File: config.mk
export PLATFORM = sky130hd
export DESIGN_NAME = frame_write_scheduler
export DESIGN_NICKNAME = d
export VERILOG_FILES = /design/src/rtl/frame_write_scheduler.sv
export SDC_FILE = /design/constraint.sdc
export NUM_CORES = 1
export LEC_CHECK = 0
export BUFFER_PORTS_ARGS = -buffer_cell sky130_fd_sc_hd__buf_2
export CAP_MARGIN = 0
export CELL_PAD_IN_SITES_DETAIL_PLACEMENT = 1
export CELL_PAD_IN_SITES_GLOBAL_PLACEMENT = 1
export CORE_UTILIZATION = 44
export CTS_CLUSTER_DIAMETER = 100
export DETAILED_ROUTE_END_ITERATION = 7
export GPL_ROUTABILITY_DRIVEN = 1
export GPL_TIMING_DRIVEN = 0
export PLACE_DENSITY_LB_ADDON = 0.1
export SLEW_MARGIN = 40
export SYNTH_ARGS = -nofsm -noshare
export SYNTH_HDL_FRONTEND = slang
export SYNTH_SLANG_ARGS = --single-unit
export TNS_END_PERCENT = 50
File: constraint.sdc
create_clock -name s_axi_aclk -period 5 [get_ports s_axi_aclk]
set_clock_uncertainty 0.05 [all_clocks]
set_input_delay 0.25 -clock s_axi_aclk [delete_from_list [all_inputs] [get_ports s_axi_aclk]]
set_output_delay 0.25 -clock s_axi_aclk [all_outputs]
set_load 0.01 [all_outputs]
File: src/rtl/frame_write_scheduler.sv
// Paces DRAM burst writes of captured frames into a ring of fixed-stride slots.
// Define FWS_CONTINUOUS_EN to capture frames back-to-back until abort.
module frame_write_scheduler #(
   parameter int                       DRAM_ADDR_LEN  = 32,
   parameter logic [DRAM_ADDR_LEN-1:0] DRAM_ADDR_BASE = 32'h8000_0000,
   parameter int                       BEAT_BYTES     = 16,
   parameter int                       BURST_BEATS    = 32,
   parameter logic [DRAM_ADDR_LEN-1:0] FRAME_STRIDE   = 32'h0020_0000,
   parameter int                       NUM_FRAMES     = 4,
   parameter int                       LEVEL_WIDTH    = 10
) (
   input  logic                           s_axi_aclk,
   input  logic                           s_axi_aresetn,
   input  logic                           arm,
   input  logic                           abort,
   input  logic                           fval,
   input  logic [LEVEL_WIDTH-1:0]         fifo_level,
   output logic                           wr_req,
   output logic [DRAM_ADDR_LEN-1:0]       wr_addr,
   output logic [7:0]                     wr_len,
   input  logic                           wr_ack,
   input  logic                           wr_done,
   input  logic                           wr_err,
   output logic                           busy,
   output logic [$clog2(NUM_FRAMES)-1:0]  frame_index,
   output logic                           image_end,
   output logic                           overrun,
   output logic                           error
);

   localparam int FI_W       = $clog2(NUM_FRAMES);
   localparam int BEAT_SHIFT = $clog2(BEAT_BYTES);

   typedef logic [DRAM_ADDR_LEN-1:0] addr_t;

   localparam addr_t           BURST_A = addr_t'(BURST_BEATS);
   localparam logic [FI_W-1:0] FI_LAST = FI_W'(NUM_FRAMES - 1);

   typedef enum logic [2:0] {
      IDLE,
      WAIT_SOF,
      STREAM,
      ISSUE,
      WAIT_DONE,
      DRAIN,
      FRAME_END
   } state_t;

   state_t          state;
   state_t          state_d;
   logic            fval_q;
   logic            abort_q;
   logic            abort_d;
   addr_t           offset;
   addr_t           offset_d;
   logic [8:0]      beats;
   logic [8:0]      beats_d;
   logic            req_d;
   addr_t           addr_d;
   logic [7:0]      len_d;
   logic            busy_d;
   logic            ie_d;
   logic            ovr_d;
   logic            err_d;
   logic [FI_W-1:0] fi_d;

   addr_t base;
   addr_t remain;
   addr_t lvl;
   addr_t want;
   addr_t clip;
   addr_t step;

   // Burst sizing: full burst when available, otherwise the FIFO
   // residue, never running past the end of the current slot.
   always_comb begin
      base   = DRAM_ADDR_BASE + addr_t'(frame_index) * FRAME_STRIDE;
      remain = (FRAME_STRIDE - offset) >> BEAT_SHIFT;
      lvl    = addr_t'(fifo_level);
      want   = (lvl >= BURST_A) ? BURST_A : lvl;
      clip   = (want > remain) ? remain : want;
      step   = addr_t'(beats) << BEAT_SHIFT;
   end

   always_comb begin
      state_d  = state;
      abort_d  = abort_q;
      offset_d = offset;
      beats_d  = beats;
      ovr_d    = overrun;
      err_d    = error;
      fi_d     = frame_index;
      addr_d   = wr_addr;
      len_d    = wr_len;

      unique case (state)
         IDLE: begin
            abort_d = 1'b0;
            if (arm && !abort) begin
               state_d = WAIT_SOF;
               ovr_d   = 1'b0;
               err_d   = 1'b0;
            end
         end
         WAIT_SOF: begin
            if (abort) begin
               state_d = IDLE;
            end else if (fval && !fval_q) begin
               state_d  = STREAM;
               offset_d = '0;
            end
         end
         STREAM: begin
            if (abort) begin
               state_d = IDLE;
            end else if (offset == FRAME_STRIDE) begin
               state_d = DRAIN;
               ovr_d   = 1'b1;
            end else if (lvl >= BURST_A || (!fval && lvl != '0)) begin
               state_d = ISSUE;
               beats_d = 9'(clip);
               addr_d  = base + offset;
               len_d   = 8'(clip - 1'b1);
            end else if (!fval) begin
               state_d = FRAME_END;
            end
         end
         ISSUE: begin
            if (wr_ack) begin
               state_d = WAIT_DONE;
               abort_d = abort;
            end else if (abort) begin
               state_d = IDLE;
            end
         end
         WAIT_DONE: begin
            if (abort) begin
               abort_d = 1'b1;
            end
            if (wr_done) begin
               offset_d = offset + step;
               if (wr_err) begin
                  state_d = IDLE;
                  err_d   = 1'b1;
               end else if (abort_q || abort) begin
                  state_d = IDLE;
               end else begin
                  state_d = STREAM;
               end
            end
         end
         DRAIN: begin
            if (abort) begin
               state_d = IDLE;
            end else if (!fval) begin
               state_d = FRAME_END;
            end
         end
         FRAME_END: begin
            fi_d = (frame_index == FI_LAST) ? '0 : frame_index + 1'b1;
`ifdef FWS_CONTINUOUS_EN
            state_d = abort ? IDLE : WAIT_SOF;
`else
            state_d = IDLE;
`endif
         end
         default: begin
            state_d = IDLE;
         end
      endcase

      req_d  = (state_d == ISSUE);
      busy_d = (state_d != IDLE);
      ie_d   = (state_d == FRAME_END);
   end

   always_ff @(posedge s_axi_aclk) begin
      if (!s_axi_aresetn) begin
         state       <= IDLE;
         fval_q      <= 1'b0;
         abort_q     <= 1'b0;
         offset      <= '0;
         beats       <= '0;
         wr_req      <= 1'b0;
         wr_addr     <= DRAM_ADDR_BASE;
         wr_len      <= '0;
         busy        <= 1'b0;
         frame_index <= '0;
         image_end   <= 1'b0;
         overrun     <= 1'b0;
         error       <= 1'b0;
      end else begin
         state       <= state_d;
         fval_q      <= fval;
         abort_q     <= abort_d;
         offset      <= offset_d;
         beats       <= beats_d;
         wr_req      <= req_d;
         wr_addr     <= addr_d;
         wr_len      <= len_d;
         busy        <= busy_d;
         frame_index <= fi_d;
         image_end   <= ie_d;
         overrun     <= ovr_d;
         error       <= err_d;
      end
   end

endmodule

Word level (Yosys, flattened, before mapping)
Index checks and enable logic that the tools add are counted.
W data, S select, Z words.
- register bits: 93
- add/subtract/negate cells: 6
- $lt $le $gt $ge: 2
- equality and inequality tests: 19
- muxes and demuxes: 31
- bitwise logic cells: 2
- reduce and logical (&&, ||, !) cells: 20
- operator list (kind ; count):
    $mux W32 ; 3
    $pmux W32 S2 ; 1
    $mux W3 ; 11
    $add A32 B13 Y32 ; 1
    $add A32 B23 Y32 const A ; 1
    $add A32 B32 Y32 ; 1
    $eq A32 B22 Y1 const B ; 1
    $reduce_bool A32 Y1 ; 1
    $sub A22 B32 Y32 const A ; 1
    $gt A10 B28 Y1 ; 1
    $ne A2 B2 Y1 const B ; 9
    $pmux W3 S6 ; 1
    $reduce_and A4 Y1 ; 4
    $eq A3 B3 Y1 const B ; 4
    $ge A10 B6 Y1 const B ; 1
    $mux W10 ; 1
    $eq A3 B2 Y1 const B ; 3
    $mux W9 ; 1
    $sub A8 B1 Y8 const B ; 1
    $mux W1 ; 7
    $mux W2 ; 3
    $reduce_bool A2 Y1 ; 3
    $reduce_bool A3 Y1 ; 2
    $pmux W1 S2 ; 2
    10 further kinds ; 16

Depth between registers and ports, before layout
- depth after elaboration: 8
- mapped depth: 21
- gate-level depth less buffers: 20

Worst setup path before layout
OpenSTA, ideal clock, no wires.
- path kind: register to register
- start: reg offset[4]
- end: reg wr_len[6]
- library setup time: 91 ps
- data arrival time: 4202 ps
- required time: 4859 ps
- slack: 657 ps
- cell stages (with the launch flop): 22
- clock period less this slack: 4343 ps
- path through: dfxtp_1 -> inv_1 -> ha_1 -> nor3b_1 -> nand2_1 -> nor2_1 -> xor2_1 -> ha_1 -> nand4_1 -> nor3_1 -> nor3_1 -> o211ai_1 -> or4_1 -> or4_4 -> buf_6 -> mux2i_1 -> ha_1 -> nand2_1 -> nor3_1 -> xnor2_1 -> nand2b_1 -> a311oi_1
- longest elaborated chain between the ends: 4
- ends and longest elaborated chain (element ; line ; text):
    start, declared ; 54 ; addr_t offset;
    start signal, assigned ; 196 ; offset <= offset_d;
    $sub A22 B32 Y32 ; 78 ; remain = (FRAME_STRIDE - offset) >> BEAT_SHIFT;
    $gt A10 B28 Y1 ; 81 ; clip = (want > remain) ? remain : want;
    $mux W9 ; 81 ;
    $sub A8 B1 Y8 ; 123 ; len_d = 8'(clip - 1'b1);
    end signal, assigned ; 200 ; wr_len <= len_d;
    end, declared ; 20 ; output logic [7:0] wr_len,
Several ways; a longest one is shown, not always the timed one.
A chain may end at the register's enable or synchronous reset.

Worst setup path after layout
Same ends and word-level chain as after synthesis.

==> impl_metrics.tcl <==
set metrics [dict create \
    gp_congestion 0.885 \
    required_ns 5.21 \
    setup_viol 0 \
    initial_utilization_pct 45.0 \
    grt_pass1_vias 5519 \
    fp.dieH_um 113 \
    crit_fanout 8 \
    cts_buffers 9 \
    startpoint_type "flip-flop" \
    ir_drop_mv 0.136 \
    pwr_density_cell_nw_per_um2 227 \
    antenna_found_initial 0 \
    min_period_over_period_pct 94.4 \
    cts-htree-levels 3 \
    core-area_um2 12000 \
    area.growth.synth_to_final_pct 16.3 \
    crit_buf_inv 2 \
    layout-drive-gt1-share_pct 13.4 \
    p_total_mw 1.42 \
    fp.dieW_um 113 \
    clkSinkCount 85 \
    via_count 5456 \
    postRouteAntennaNets 0 \
    critPathKind "reg2reg" \
    synth_ff_type "dfxtp_1" \
    period_needed_ns 4.72 \
    synth_warnings 0 \
    diodes 0 \
    dpl.hpwl_mm 13.8 \
    grtUsageTotal_pct 29.2 \
    p_leak_nw 2.56 \
    clk_pin_slew_ns 0.06 \
    synth-async-reset-ratio_pct 0 \
    crit_path_max_incr_delay_ns 0.54 \
    drv_cap 0 \
    syn_avg_cell_area_um2 7.77 \
    stdcell_count 924 \
    first_pass_iters 5 \
    cp_common_cell "nor3_1" \
    final_cell_mix "dfxtp_1 (83), nand2_1 (80), nor2_1 (66)" \
    synth_cell_type_count 69 \
    place_inst 908 \
    synth_edf_count 0 \
    final_hold_viol_count 0 \
    crit_arrival_ns 4.93 \
    slew_violations 0 \
    syn_area_um2 5390 \
    root_buffer "clkbuf_16" \
    grt_max_degree 13 \
    nets 819 \
    gr-total-overflow 0 \
    final_common_cell "dfxtp_1" \
    hold_path_class "in2reg" \
    avgRoutedWirePerCell_um 19.5 \
    drc 0 \
    crit_slowest_cell "or4_1" \
    grt_pass1_wl_mm 28.7 \
    core.rowCount 40 \
    cp_top_family "simple AND/OR/NAND/NOR gates" \
    numPortBuffers 59 \
    fillers 1539 \
    worstMarginPinSlew_ns 0.755 \
    viasPerCell 5.90 \
    boundaryPins 65 \
    drt-total-wl_mm 18.0 \
    end_kind "flip-flop" \
    ys_seq_elements 85 \
    cp_cell_sequence "inv_1 > ha_2 > nor3b_4 > nand2_1 > nor2_1 > xor2_1 > ha_1 > nand4_1 > nor3_1 > nor3_1 > o211ai_1 > or4_1 > or4_4 > buf_6 > mux2i_4 > ha_4 > nand2_1 > nor3_1 > xnor2_1 > nand2b_1 > a311oi_1" \
    cts_buffer_depth 2 \
    rsz0062_at_grt "no" \
    die_area_um2 12700 \
    syn_inst 693 \
    max_freq_mhz 212 \
    clkLatencyLatePin_ns 0.35 \
    drt_iter0_markers 257 \
    cts_tree "built" \
    status "finished clean" \
    synth_seq_area_share_pct 31.6 \
    max_slew_margin_pct 49.6 \
]
-- sequential cells by signal, indices dropped and copies added (netlist names) --
name,cells
frame_index,2
abort_q,1
offset,28
fval_q,1
image_end,1
beats,9
state,3
overrun,1
wr_req,1
wr_len,8
wr_addr,28
error,1
busy,1
-- timing repair --
action                                  4_1_cts  5_1_grt
hold buffers                                  0        0
pin swaps                                     1        1
setup buffers                                 0        2
resized for setup                             5        7
endpoints found under the setup margin        2        2
-- worst min-delay path, cell delays in order --
cell     delay, ns
buf_2         0.10
a22oi_1       0.08
nor2_1        0.08
-- cell type report --
type / instances / area, um^2 / area share [%]
multi-input cells: 535 / 3430 / 54.7
flip-flops and latches: 85 / 1700 / 27.2
repair buffers: 63 / 320 / 5.11
plain buffers: 54 / 249 / 3.97
clock buffers: 12 / 246 / 3.93
well taps: 147 / 184 / 2.93
inverters: 26 / 97.6 / 1.56
clock inverters: 2 / 35.0 / 0.559
-- metrics by stage --
stage                     utilization [%]  hold slack, ns  TNS (ns)  worst slack [ns]  instance area (um^2)
after floorplan                         -           0.327         0             0.657                  5410
after global placement               49.3           0.393   -0.0909           -0.0909                  5890
after detailed placement             49.4           0.398    -0.202            -0.202                  5910
after CTS                            52.0           0.139         0            0.0147                  6210
after global routing                 52.4           0.169         0           0.00277                  6270
final                                52.4           0.146         0             0.281                  6270
-- kinds of logic (layout without fill, tap and decap cells) --
family	Yosys count	count (layout)	share of synthesized area [%]
compound gates	164	164	19.4
fa+ha+maj	27	27	6.55
xor+xnor	41	41	6.67
other cells	1	8	0.0696
mux	12	12	2.25
simple gates	283	283	27.1
buf+inv	80	157	6.43
flops	85	85	31.6
-- synthesized netlist by cell type, types with 13 or more instances --
| cell | number | area [um^2] |
|---|---|---|
| nand4_1 | 13 | 81.3 |
| clkbuf_1 | 40 | 150 |
| dfxtp_1 | 85 | 1700 |
| a21oi_1 | 62 | 310 |
| nand3_1 | 21 | 105 |
| o21ai_0 | 19 | 95.1 |
| a211oi_1 | 13 | 97.6 |
| nor3_1 | 21 | 105 |
| nor2_1 | 66 | 248 |
| ha_1 | 25 | 313 |
| xnor2_1 | 33 | 289 |
| nand2_1 | 80 | 300 |
| inv_1 | 26 | 97.6 |
-- per-layer routing --
layer	wire, um	vias to the layer above	track usage [%]
li1	-	2624	-
met5	0	-	0
met3	605	34	3.56
met2	9000	120	50.9
met4	476	0	14.0
met1	7950	2678	35.7
-- path summary, 6_finish.rpt --
| path | from | end | slack (ns) | cells after the start |
|---|---|---|---|---|
| max | offset[4]$_SDFFE_PN0P_ | wr_len[6]$_SDFFE_PN0P_ | 0.28 | 21 |
| min | wr_err | error$_SDFFE_PN0P_ | 0.15 | 3 |
| max reg2reg | offset[4]$_SDFFE_PN0P_ | wr_len[6]$_SDFFE_PN0P_ | 0.28 | 21 |
| min reg2reg | wr_addr[16]$_SDFFE_PN0P_ | wr_addr[16]$_SDFFE_PN0P_ | 0.41 | 2 |
-- where the power goes --
part / internal (mW) / switching, mW
Sequential: 0.680 / 0.00118
Combinational: 0.0218 / 0.0437
Clock: 0.395 / 0.278
Power figures use the tool's default switching activity.
